--- config.mk ---
export PLATFORM = sky130hd
export DESIGN_NAME = qpsk_frame_sequencer
export DESIGN_NICKNAME = d
export VERILOG_FILES = /design/src/rtl/qpsk_tx_pkg.sv /design/src/rtl/qpsk_sym_holding_reg.sv /design/src/rtl/qpsk_frame_sequencer.sv
export SDC_FILE = /design/constraint.sdc
export NUM_CORES = 1
export LEC_CHECK = 0
export BUFFER_PORTS_ARGS = -buffer_cell sky130_fd_sc_hd__buf_2
export CORE_UTILIZATION = 57
export CTS_CLUSTER_DIAMETER = 30
export DETAILED_ROUTE_END_ITERATION = 16
export PLACE_DENSITY = 0.84
export SETUP_SLACK_MARGIN = 0.1
export SYNTH_ARGS = -nofsm -noshare
export SYNTH_HDL_FRONTEND = slang
export SYNTH_SLANG_ARGS = --single-unit
--- constraint.sdc ---
create_clock -name clk -period 4.17 [get_ports clk]
set_input_delay 0.834 -clock clk [delete_from_list [all_inputs] [get_ports clk]]
set_output_delay 0.834 -clock clk [all_outputs]
set_load 0.02 [all_outputs]
--- src/rtl/qpsk_tx_pkg.sv ---
// Shared types for the QPSK transmit frame sequencer: FSM state encoding,
// the dibit symbol type and the phase driven while the modulator is idle.
package qpsk_tx_pkg;

    typedef enum logic [2:0] {
        TX_IDLE     = 3'd0,
        TX_ARMED    = 3'd1,
        TX_PREAMBLE = 3'd2,
        TX_DATA     = 3'd3,
        TX_DONE     = 3'd4
    } tx_state_e;

    typedef logic [1:0] dibit_t;

    localparam dibit_t PHASE_IDLE = 2'b00;

endpackage

--- src/rtl/qpsk_sym_holding_reg.sv ---
// One-entry holding register between the TX FIFO stream and the symbol issue logic.
// Ready is purely combinational from the empty flag, so a pop and a refill never share a cycle.
module qpsk_sym_holding_reg
    import qpsk_tx_pkg::*;
(
    input  logic   clk,
    input  logic   rst,
    input  logic   flush,
    input  logic   accept_en,
    input  logic   pop,
    input  dibit_t s_axis_tdata,
    input  logic   s_axis_tvalid,
    output logic   s_axis_tready,
    output logic   full,
    output dibit_t data
);

    assign s_axis_tready = accept_en && !full;

    always_ff @(posedge clk or posedge rst) begin
        if (rst) begin
            full <= 1'b0;
            data <= PHASE_IDLE;
        end else if (flush) begin
            full <= 1'b0;
        end else if (pop) begin
            full <= 1'b0;
        end else if (s_axis_tvalid && s_axis_tready) begin
            full <= 1'b1;
            data <= s_axis_tdata;
        end
    end

endmodule

--- src/rtl/qpsk_frame_sequencer.sv ---
// Sequences one QPSK transmit frame: second-aligned start, fixed-phase preamble,
// then FIFO data dibits, one symbol per cp carrier pulses.
//   state    | meaning
//   IDLE     | waiting for a start rising edge
//   ARMED    | cfg captured, waiting for one_sec_pulse coincident with a carrier pulse
//   PREAMBLE | emitting cfg_pre_phase symbols
//   DATA     | emitting dibits from the holding register
//   DONE     | one-cycle completion, done pulse visible
module qpsk_frame_sequencer
    import qpsk_tx_pkg::*;
#(
    parameter int CNT_W = 13,
    parameter int LEN_W = 16,
    parameter int PRE_W = 8
) (
    input  logic             clk,
    input  logic             rst,
    input  logic             msf_carrier_pulse,
    input  logic             one_sec_pulse,
    input  logic             start,
    input  logic             abort,
    input  logic [CNT_W-1:0] cfg_cp_per_sym,
    input  logic [PRE_W-1:0] cfg_pre_len,
    input  logic [1:0]       cfg_pre_phase,
    input  logic [LEN_W-1:0] cfg_frame_len,
    input  logic [1:0]       s_axis_tdata,
    input  logic             s_axis_tvalid,
    output logic             s_axis_tready,
    output logic [1:0]       phase,
    output logic             tx_en,
    output logic             sym_strobe,
    output logic [CNT_W-1:0] carrier_cnt,
    output logic [LEN_W-1:0] sym_cnt,
    output logic             busy,
    output logic             done,
    output logic             underrun
);

    localparam logic [2:0] S_IDLE     = TX_IDLE;
    localparam logic [2:0] S_ARMED    = TX_ARMED;
    localparam logic [2:0] S_PREAMBLE = TX_PREAMBLE;
    localparam logic [2:0] S_DATA     = TX_DATA;
    localparam logic [2:0] S_DONE     = TX_DONE;

    logic [2:0]       state;
    logic             start_d;
    logic             start_rise;
    logic [CNT_W-1:0] cp_sh;
    logic [PRE_W-1:0] pre_len_sh;
    dibit_t           pre_phase_sh;
    logic [LEN_W-1:0] frame_len_sh;
    logic [PRE_W-1:0] pre_cnt;

    logic             active;
    logic             align;
    logic             sym_end;
    logic             boundary;
    logic             abort_hit;
    logic             issue_pre;
    logic             issue_data;

    logic             hold_full;
    dibit_t           hold_data;
    logic             hold_pop;

    assign start_rise = start && !start_d;
    assign active     = (state == S_PREAMBLE) || (state == S_DATA);
    assign busy       = (state == S_ARMED) || active;
    assign abort_hit  = abort && (state != S_IDLE);
    assign align      = (state == S_ARMED) && msf_carrier_pulse && one_sec_pulse;
    assign sym_end    = active && msf_carrier_pulse && (carrier_cnt == cp_sh - CNT_W'(1));
    assign boundary   = align || sym_end;

    // The counters start at zero in ARMED, so the same issue decision covers symbol 0.
    assign issue_pre  = (pre_cnt < pre_len_sh);
    assign issue_data = !issue_pre && (sym_cnt < frame_len_sh);
    assign hold_pop   = boundary && !abort_hit && issue_data && hold_full;

    qpsk_sym_holding_reg u_hold (
        .clk           (clk),
        .rst           (rst),
        .flush         (abort_hit),
        .accept_en     (active),
        .pop           (hold_pop),
        .s_axis_tdata  (s_axis_tdata),
        .s_axis_tvalid (s_axis_tvalid),
        .s_axis_tready (s_axis_tready),
        .full          (hold_full),
        .data          (hold_data)
    );

    // start_d resets high so a start level held through reset is not seen as an edge.
    always_ff @(posedge clk or posedge rst) begin
        if (rst) begin
            state        <= S_IDLE;
            start_d      <= 1'b1;
            cp_sh        <= CNT_W'(1);
            pre_len_sh   <= '0;
            pre_phase_sh <= PHASE_IDLE;
            frame_len_sh <= '0;
            pre_cnt      <= '0;
            sym_cnt      <= '0;
            carrier_cnt  <= '0;
            phase        <= PHASE_IDLE;
            tx_en        <= 1'b0;
            sym_strobe   <= 1'b0;
            done         <= 1'b0;
            underrun     <= 1'b0;
        end else begin
            start_d    <= start;
            sym_strobe <= 1'b0;
            done       <= 1'b0;
            if (abort_hit) begin
                state       <= S_IDLE;
                tx_en       <= 1'b0;
                phase       <= PHASE_IDLE;
                carrier_cnt <= '0;
            end else begin
                case (state)
                    S_IDLE: begin
                        if (start_rise) begin
                            state        <= S_ARMED;
                            cp_sh        <= (cfg_cp_per_sym == '0) ? CNT_W'(1) : cfg_cp_per_sym;
                            pre_len_sh   <= cfg_pre_len;
                            pre_phase_sh <= cfg_pre_phase;
                            frame_len_sh <= cfg_frame_len;
                            pre_cnt      <= '0;
                            sym_cnt      <= '0;
                            carrier_cnt  <= '0;
                            underrun     <= 1'b0;
                        end
                    end
                    S_ARMED, S_PREAMBLE, S_DATA: begin
                        if (boundary) begin
                            carrier_cnt <= '0;
                            if (issue_pre) begin
                                state      <= S_PREAMBLE;
                                phase      <= pre_phase_sh;
                                tx_en      <= 1'b1;
                                sym_strobe <= 1'b1;
                                pre_cnt    <= pre_cnt + PRE_W'(1);
                            end else if (issue_data && hold_full) begin
                                state      <= S_DATA;
                                phase      <= hold_data;
                                tx_en      <= 1'b1;
                                sym_strobe <= 1'b1;
                                sym_cnt    <= sym_cnt + LEN_W'(1);
                            end else begin
                                state <= S_DONE;
                                phase <= PHASE_IDLE;
                                tx_en <= 1'b0;
                                done  <= 1'b1;
                                if (issue_data) begin
                                    underrun <= 1'b1;
                                end
                            end
                        end else if (msf_carrier_pulse && active) begin
                            carrier_cnt <= carrier_cnt + CNT_W'(1);
                        end
                    end
                    S_DONE: begin
                        state <= S_IDLE;
                    end
                    default: begin
                        state <= S_IDLE;
                    end
                endcase
            end
        end
    end

endmodule

# ---- After elaboration in Yosys (flattened, before gate mapping)
# Cells that the tools add are included.
# W data, S select, Z words.
dict set report totals {
  n_memories 0
  latch_bits 0
  out_inout_bits 37
  elab_cells 123
  register_bits 89
  input_bits 48
  mem_bits_rw 0
  rom_bits 0
}
dict set report classes {
  reduce_logical 37
  n_addsub 4
  bitwise 2
  div_mod_pow 0
  n_shift 0
  eq_ne 14
  mul 0
  order_cmp 2
  muxes 48
}
# op count
set ops {}
lappend ops {{$mux W13} 5}
lappend ops {{$mux W16} 4}
lappend ops {{$pmux W16 S2} 1}
lappend ops {{$pmux W13 S2} 1}
lappend ops {{$mux W8} 3}
lappend ops {{$mux W1} 21}
lappend ops {{$add A16 B1 Y16 const B} 1}
lappend ops {{$lt A16 B16 Y1} 1}
lappend ops {{$pmux W8 S2} 1}
lappend ops {{$mux W3} 5}
lappend ops {{$ne A2 B2 Y1 const B} 7}
lappend ops {{$add A13 B1 Y13 const B} 1}
lappend ops {{$eq A13 B13 Y1} 1}
lappend ops {{$logic_and A1 B1 Y1} 13}
lappend ops {{$logic_not A13 Y1} 1}
lappend ops {{$sub A13 B1 Y13 const B} 1}
lappend ops {{$mux W2} 5}
lappend ops {{$reduce_and A3 Y1} 3}
lappend ops {{$reduce_bool A3 Y1} 3}
lappend ops {{$add A8 B1 Y8 const B} 1}
lappend ops {{$lt A8 B8 Y1} 1}
lappend ops {{$reduce_and A7 Y1} 1}
lappend ops {{$eq A3 B2 Y1 const B} 2}
lappend ops {{$ne A3 B3 Y1 const B} 2}
lappend ops {{other kinds (13)} 22}

# ---- Logic depth before layout (Yosys ltp)
dict set report depth {
  depth_word 10
  mapped_depth 12
  mapped_depth_nobuf 11
}

# ---- Cells and area by module
# Synthesis repeated with hierarchy kept, for this count alone.
dict set report unflattened {
  hier_cells 577
  area_unflattened_um2 5077.4
}
# mod area_each_um2 seq_area_each_um2 instances cells_each
set modules_own_cells {}
lappend modules_own_cells {qpsk_frame_sequencer 4938.5 2154.6 1 566}
lappend modules_own_cells {qpsk_sym_holding_reg 138.9 75.1 1 11}

# ---- Worst setup path after synthesis
# No wires, ideal clock.
dict set report synth_path {
  path_kind {flip-flop to flip-flop}
  from {reg cp_sh[0]}
  to {reg sym_cnt[7]}
  required_ps 4092
  setup_slack_ps 1106
  n_path_buf 1
  setup_time_ps 78
  stages_incl_launch_ff 13
  period_less_slack_ps 3064
  arrival_time_ps 2986
  path_cell_list {dfstp_2 inv_1 ha_1 or4b_1 o21a_1 o41ai_1 nor2_1 a2111o_4 nand2_8 a31oi_4 buf_6 or3_1 a21oi_1}
}
dict set report synth_between {
  elab_chain_len 6
}
# item line
set synth_lines {}
lappend synth_lines {{from (decl)} qpsk_frame_sequencer.sv:48} ;# logic [CNT_W-1:0] cp_sh;
lappend synth_lines {{from (signal assigned)} qpsk_frame_sequencer.sv:123} ;# cp_sh <= (cfg_cp_per_sym == '0) ? CNT_W'(1) : cfg_cp_per_sym;
lappend synth_lines {{$sub A13 B1 Y13} qpsk_frame_sequencer.sv:71} ;# assign sym_end = active && msf_carrier_pulse && (carrier_cnt == cp_sh - CNT_W'(1));
lappend synth_lines {{$eq A13 B13 Y1} qpsk_frame_sequencer.sv:71}
lappend synth_lines {{$logic_and A1 B1 Y1} qpsk_frame_sequencer.sv:71}
lappend synth_lines {{$logic_or A1 B1 Y1} qpsk_frame_sequencer.sv:72} ;# assign boundary = align || sym_end;
lappend synth_lines {{$ne A2 B2 Y1 (no line)} -}
lappend synth_lines {{$reduce_and A6 Y1 (no line)} -}
lappend synth_lines {{to (signal assigned)} qpsk_frame_sequencer.sv:147} ;# sym_cnt <= sym_cnt + LEN_W'(1);
lappend synth_lines {{to (decl)} qpsk_frame_sequencer.sv:33} ;# output logic [LEN_W-1:0] sym_cnt,
# No other way between the ends.
# A chain may end at the register's enable or synchronous reset.

# ---- Worst setup path after layout
dict set report layout_path {
  from {reg cp_sh[2]}
  to {reg sym_cnt[14]}
}
# The elaborated chain is that of the path after synthesis.

==> results <==
- The count of port buffers added during placement is 84.
- Entering global routing, the biggest net connects 40 pins.
- The share of power burned in combinational logic is about a fifth.
- The area fraction of the dominant cell type after synthesis is between 40% and 50%.
- The worst reg-to-reg path cell count is 9.
- The half-perimeter wire length of the detailed placement result is between 8 and 9 mm.
- The most common flop cell mapped by yosys is sky130_fd_sc_hd__dfrtp_1.
- For the pin with the worst max-slew slack, the measured transition is around 0.66 ns.
- The die covers approximately 0.009 sq mm.
- The leftover overflow at the end of global routing is 0.
- The TritonCTS clock tree is built.
- Across the VDD grid, the largest voltage drop is 200 uV.
- The worst-skew pair later-pin latency is between 0.3 and 0.4 ns.
- Across all layers, the routed design uses 4193 vias.
- Dividing the final minimum period by the clock period gives 82.0%.
- The post-detailed-route wirelength per cell is 15.6 um.
- The count of cell types in the netlist is 64.
- The smallest clock period supported by the final layout is computed as between 3 and 4 ns.
- The biggest area contributor in the post-synthesis netlist is sky130_fd_sc_hd__dfrtp_1.
- The worst slack at placement is a little over 0.8 ns.
- The worst relative slew slack is between 50% and 60%.
- Relative to the synthesized area, the layout overhead comes to 13.5%.
- The total length of routed wires is around 11 mm.
- The worst hold path passes through 2 cells.
- By area the synthesized netlist is led by sky130_fd_sc_hd__dfrtp_1 44%, sky130_fd_sc_hd__nand2_1 7.2%, sky130_fd_sc_hd__ha_1 6.6%, sky130_fd_sc_hd__nor2_1 3.6%, sky130_fd_sc_hd__xor2_1 3.2%.
- The number of warning messages in the yosys log is 0.
- The worst path setup slack after routing is 0.751 ns.
- The total number of nets in the final design is between 600 and 700.
- The post-detailed-route via-to-cell ratio is between 5 and 6.
- STA classifies the critical path endpoint as a flip-flop.
- The first global-routing pass estimated 19.7 mm of wire.
- The async set-reset flop share out of synthesis is between 90% and 100%.
- The data required time of the critical path is 4.44 ns.
- The number of global-route vias before repair was between 4000 and 5000.
- The leakage power total is roughly 2.7 nW.
- The final hold violation count was 0.
- The quantity of gates resized following cts is 0.
- The hold buffer count at CTS is 0.
- The largest individual stage delay along the critical path comes from the cell sky130_fd_sc_hd__or4_1.
- The effective utilization at floorplan is approximately 60%.
- The data arrival time of the critical path is between 3 and 4 ns.
- The number of clock sinks seen by CTS is roughly 90.
- Measured along the y axis, the die boundary spans 95.1 um.
- The number of H-tree levels is 3.
- The first-pass iteration count of the detailed router is 4.
- Setup repair after global routing left no endpoint under its margin.
- Synthesis produced between 500 and 600 cells.
- In this run the post-CTS setup repair buffer count came out at 0.
- The mapped netlist covers approximately 0.0049 sq mm.
- Net switching is 31.8% of the power.
- The critical path contains buffers and inverters numbering 0 combined.
- The register clock-pin slew on the reported worst setup and hold paths is ~0.09 ns.
- STA classifies the critical path startpoint as a flip-flop.
- The final-report setup violation count is 0.
- The peak clock frequency supported by timing is between 200 and 300 MHz.
- The power density over the cells is about 350 mW/mm^2.
- The maximum fanout encountered on the critical timing path is 9.
- Grouping stages by cell kind, the critical path spends the most delay in simple AND/OR/NAND/NOR gates.
- The clock root buffer is sky130_fd_sc_hd__clkbuf_8.
- The internal power component is between 1 and 1.5 mW.
- The synthesized design contains 0 enable-type register cells.
- The initial DRC count is 180.
- The longest clock path from root to sink contains 2 buffers.
- The critical path's largest stage delay is between 0.6 and 0.7 ns.
- The start-to-end type of the worst setup path is flip-flop to flip-flop.
- Walking the worst path, the cells encountered are or4_1, nor3_1, mux2i_1, o21bai_1, a2111o_4, nand3_4, nand4_2, or3_1, a21oi_1.
- The final antenna diode count is 0.
- Of the total power, registers draw a little over half.
- The critical path crosses 9 cells after its start point.
- The die width is 95.1 um.
- The core region is 0.00830 sq mm.
- The clock network burns between 20% and 30% of the power.
- The number of cell rows is 33.
- Across the run, the number of max-cap violations was 0.
- The number of buffers added by the clock tree synthesis step is 9.
- During I/O placement, the number of pins put on the boundary was 85.
- The number of nets with antenna violations after routing is 0.
- The number of slew-limit violations in the final report was 0.
- The tightest hold path in the finished design has a slack of slightly below 0.5 ns.
- The global routing usage summed across all routing layers is between 20% and 30%.
- The synthesized net count is just over 600.
- The path class of the tightest hold or removal check is flip-flop to flip-flop.
- Summed over all nets, the switching power comes to approximately 630 uW.
- The initial antenna violation count is 0.
- The post-synthesis area per instance is between 9 and 10 sq um.
- The total of fill cells in the finished design is 666.
- In this run, synthesis produced a sequential element count of 89.
- Adding up every negative setup slack in the final design gives 0 ns.
- The run finished with clean final reports.
- The placer's final routability congestion estimate is between 0.8 and 0.9.
- The fraction of final layout cells sized beyond drive strength 1 is 19.4%.
- For the final database, setup skew stands at roughly 0.015 ns.
- The remaining routing DRC violations is 0.
- Sequential elements use between 40% and 50% of the synthesized area.
## routing by layer
| layer | vias up | track usage (%) | share of wire, % |
|---|---|---|---|
| met3 | 23 | 5.58 | 4.6 |
| li1 | 2031 | - | - |
| met2 | 96 | 48.7 | 51 |
| met4 | 0 | 11.5 | 2.0 |
| met1 | 2043 | 33.9 | 43 |
| met5 | - | 0 | 0 |
## layout by cell type (no fill, tap or decap), types with 11 or more instances in the layout
cell type                 instances
sky130_fd_sc_hd__xor2_1          18
sky130_fd_sc_hd__o21ai_0         30
sky130_fd_sc_hd__buf_2           84
sky130_fd_sc_hd__nand3_1         11
sky130_fd_sc_hd__nand2_1         95
sky130_fd_sc_hd__nand4_1         15
sky130_fd_sc_hd__nor2_1          47
sky130_fd_sc_hd__inv_1           33
sky130_fd_sc_hd__a21oi_1         20
sky130_fd_sc_hd__dfrtp_1         87
sky130_fd_sc_hd__xnor2_1         13
sky130_fd_sc_hd__ha_1            26
## cells in the mapped netlist (all sizes together), types with 3 or more instances
library cell   n
o31ai          4
o211ai         3
buf            4
dfrtp         87
nand2         96
nand4         16
clkbuf        16
and3b          3
nor4b          3
a21o           3
o21a           4
nor4           6
or4            5
nand3b         3
o21ai         40
nor2          47
mux2           3
nand2b         4
a21oi         21
and3           4
or3            8
a211oi         4
nor3           7
xnor2         13
xor2          18
ha            26
nor2b          8
nand3         12
mux2i          5
inv           34
## area by class of cell
type / instances / area, sq um / area share, %
multi-input cells: 397 / 2500 / 44.5
well taps: 105 / 131 / 2.34
repair buffers: 89 / 458 / 8.16
clock inverters: 5 / 32.5 / 0.580
inverters: 34 / 129 / 2.30
flip-flops and latches: 89 / 2230 / 39.7
clock buffers: 11 / 131 / 2.34
## cell families after synthesis
| kind of cell | share of synthesized area, % |
|---|---|
| flip-flops | 45.1 |
| multiplexers | 1.70 |
| AND/OR/NAND/NOR | 23.6 |
| adder cells (fa/ha/maj) | 6.58 |
| XOR/XNOR | 5.49 |
| buffers and inverters | 4.46 |
| AO/OA/AOI/OAI | 13.1 |
## state kept, by name (all words and copies together), names as in the netlist
signal / count
sym_cnt: 16
cp_sh: 13
u_hold.full: 1
pre_len_sh: 8
tx_en: 1
phase: 2
pre_phase_sh: 2
underrun: 1
sym_strobe: 1
start_d: 1
frame_len_sh: 16
state: 3
carrier_cnt: 13
pre_cnt: 8
u_hold.data: 2
done: 1
## worst min-delay path, cell delays in order, from the launching register on
cell                      delay, ns
sky130_fd_sc_hd__dfrtp_1       0.35
sky130_fd_sc_hd__nand2_1       0.05
sky130_fd_sc_hd__nand2_1       0.06
## worst paths after layout
kind / from / endpoint / slack, ns
setup / recovery: cp_sh[2] / sym_cnt[14] / 0.75
min in group asynchronous: rst / cp_sh[11] / 0.53
setup reg to reg: cp_sh[2] / sym_cnt[14] / 0.75
hold reg to reg: frame_len_sh[0] / frame_len_sh[0] / 0.49
hold / removal: frame_len_sh[0] / frame_len_sh[0] / 0.49
max in group asynchronous: rst / cp_sh[0] / 2.81
## power groups by stage
| stage | Sequential (mW) | Combinational, mW | Clock (mW) |
|---|---|---|---|
| 2_1_floorplan | 1.05 | 0.301 | 0 |
| 3_3_place_gp | 1.06 | 0.388 | 0 |
| 3_5_place_dp | 1.06 | 0.409 | 0 |
| 4_1_cts | 1.05 | 0.411 | 0.528 |
| 5_1_grt | 1.06 | 0.468 | 0.566 |
| 6_report | 1.05 | 0.408 | 0.521 |
## per-stage QoR
| step | area (sq um) | util (%) | total power [mW] | instances |
|---|---|---|---|---|
| floorplan | 4940 | - | 1.35 | 540 |
| global placement | 5450 | 65.6 | 1.45 | 714 |
| detailed placement | 5450 | 65.6 | 1.47 | 714 |
| CTS | 5610 | 67.6 | 1.99 | 730 |
| global route | 5610 | 67.6 | 2.10 | 730 |
| finish | 5610 | 67.6 | 1.98 | 730 |
No activity file was read; power rests on OpenSTA's default activity.
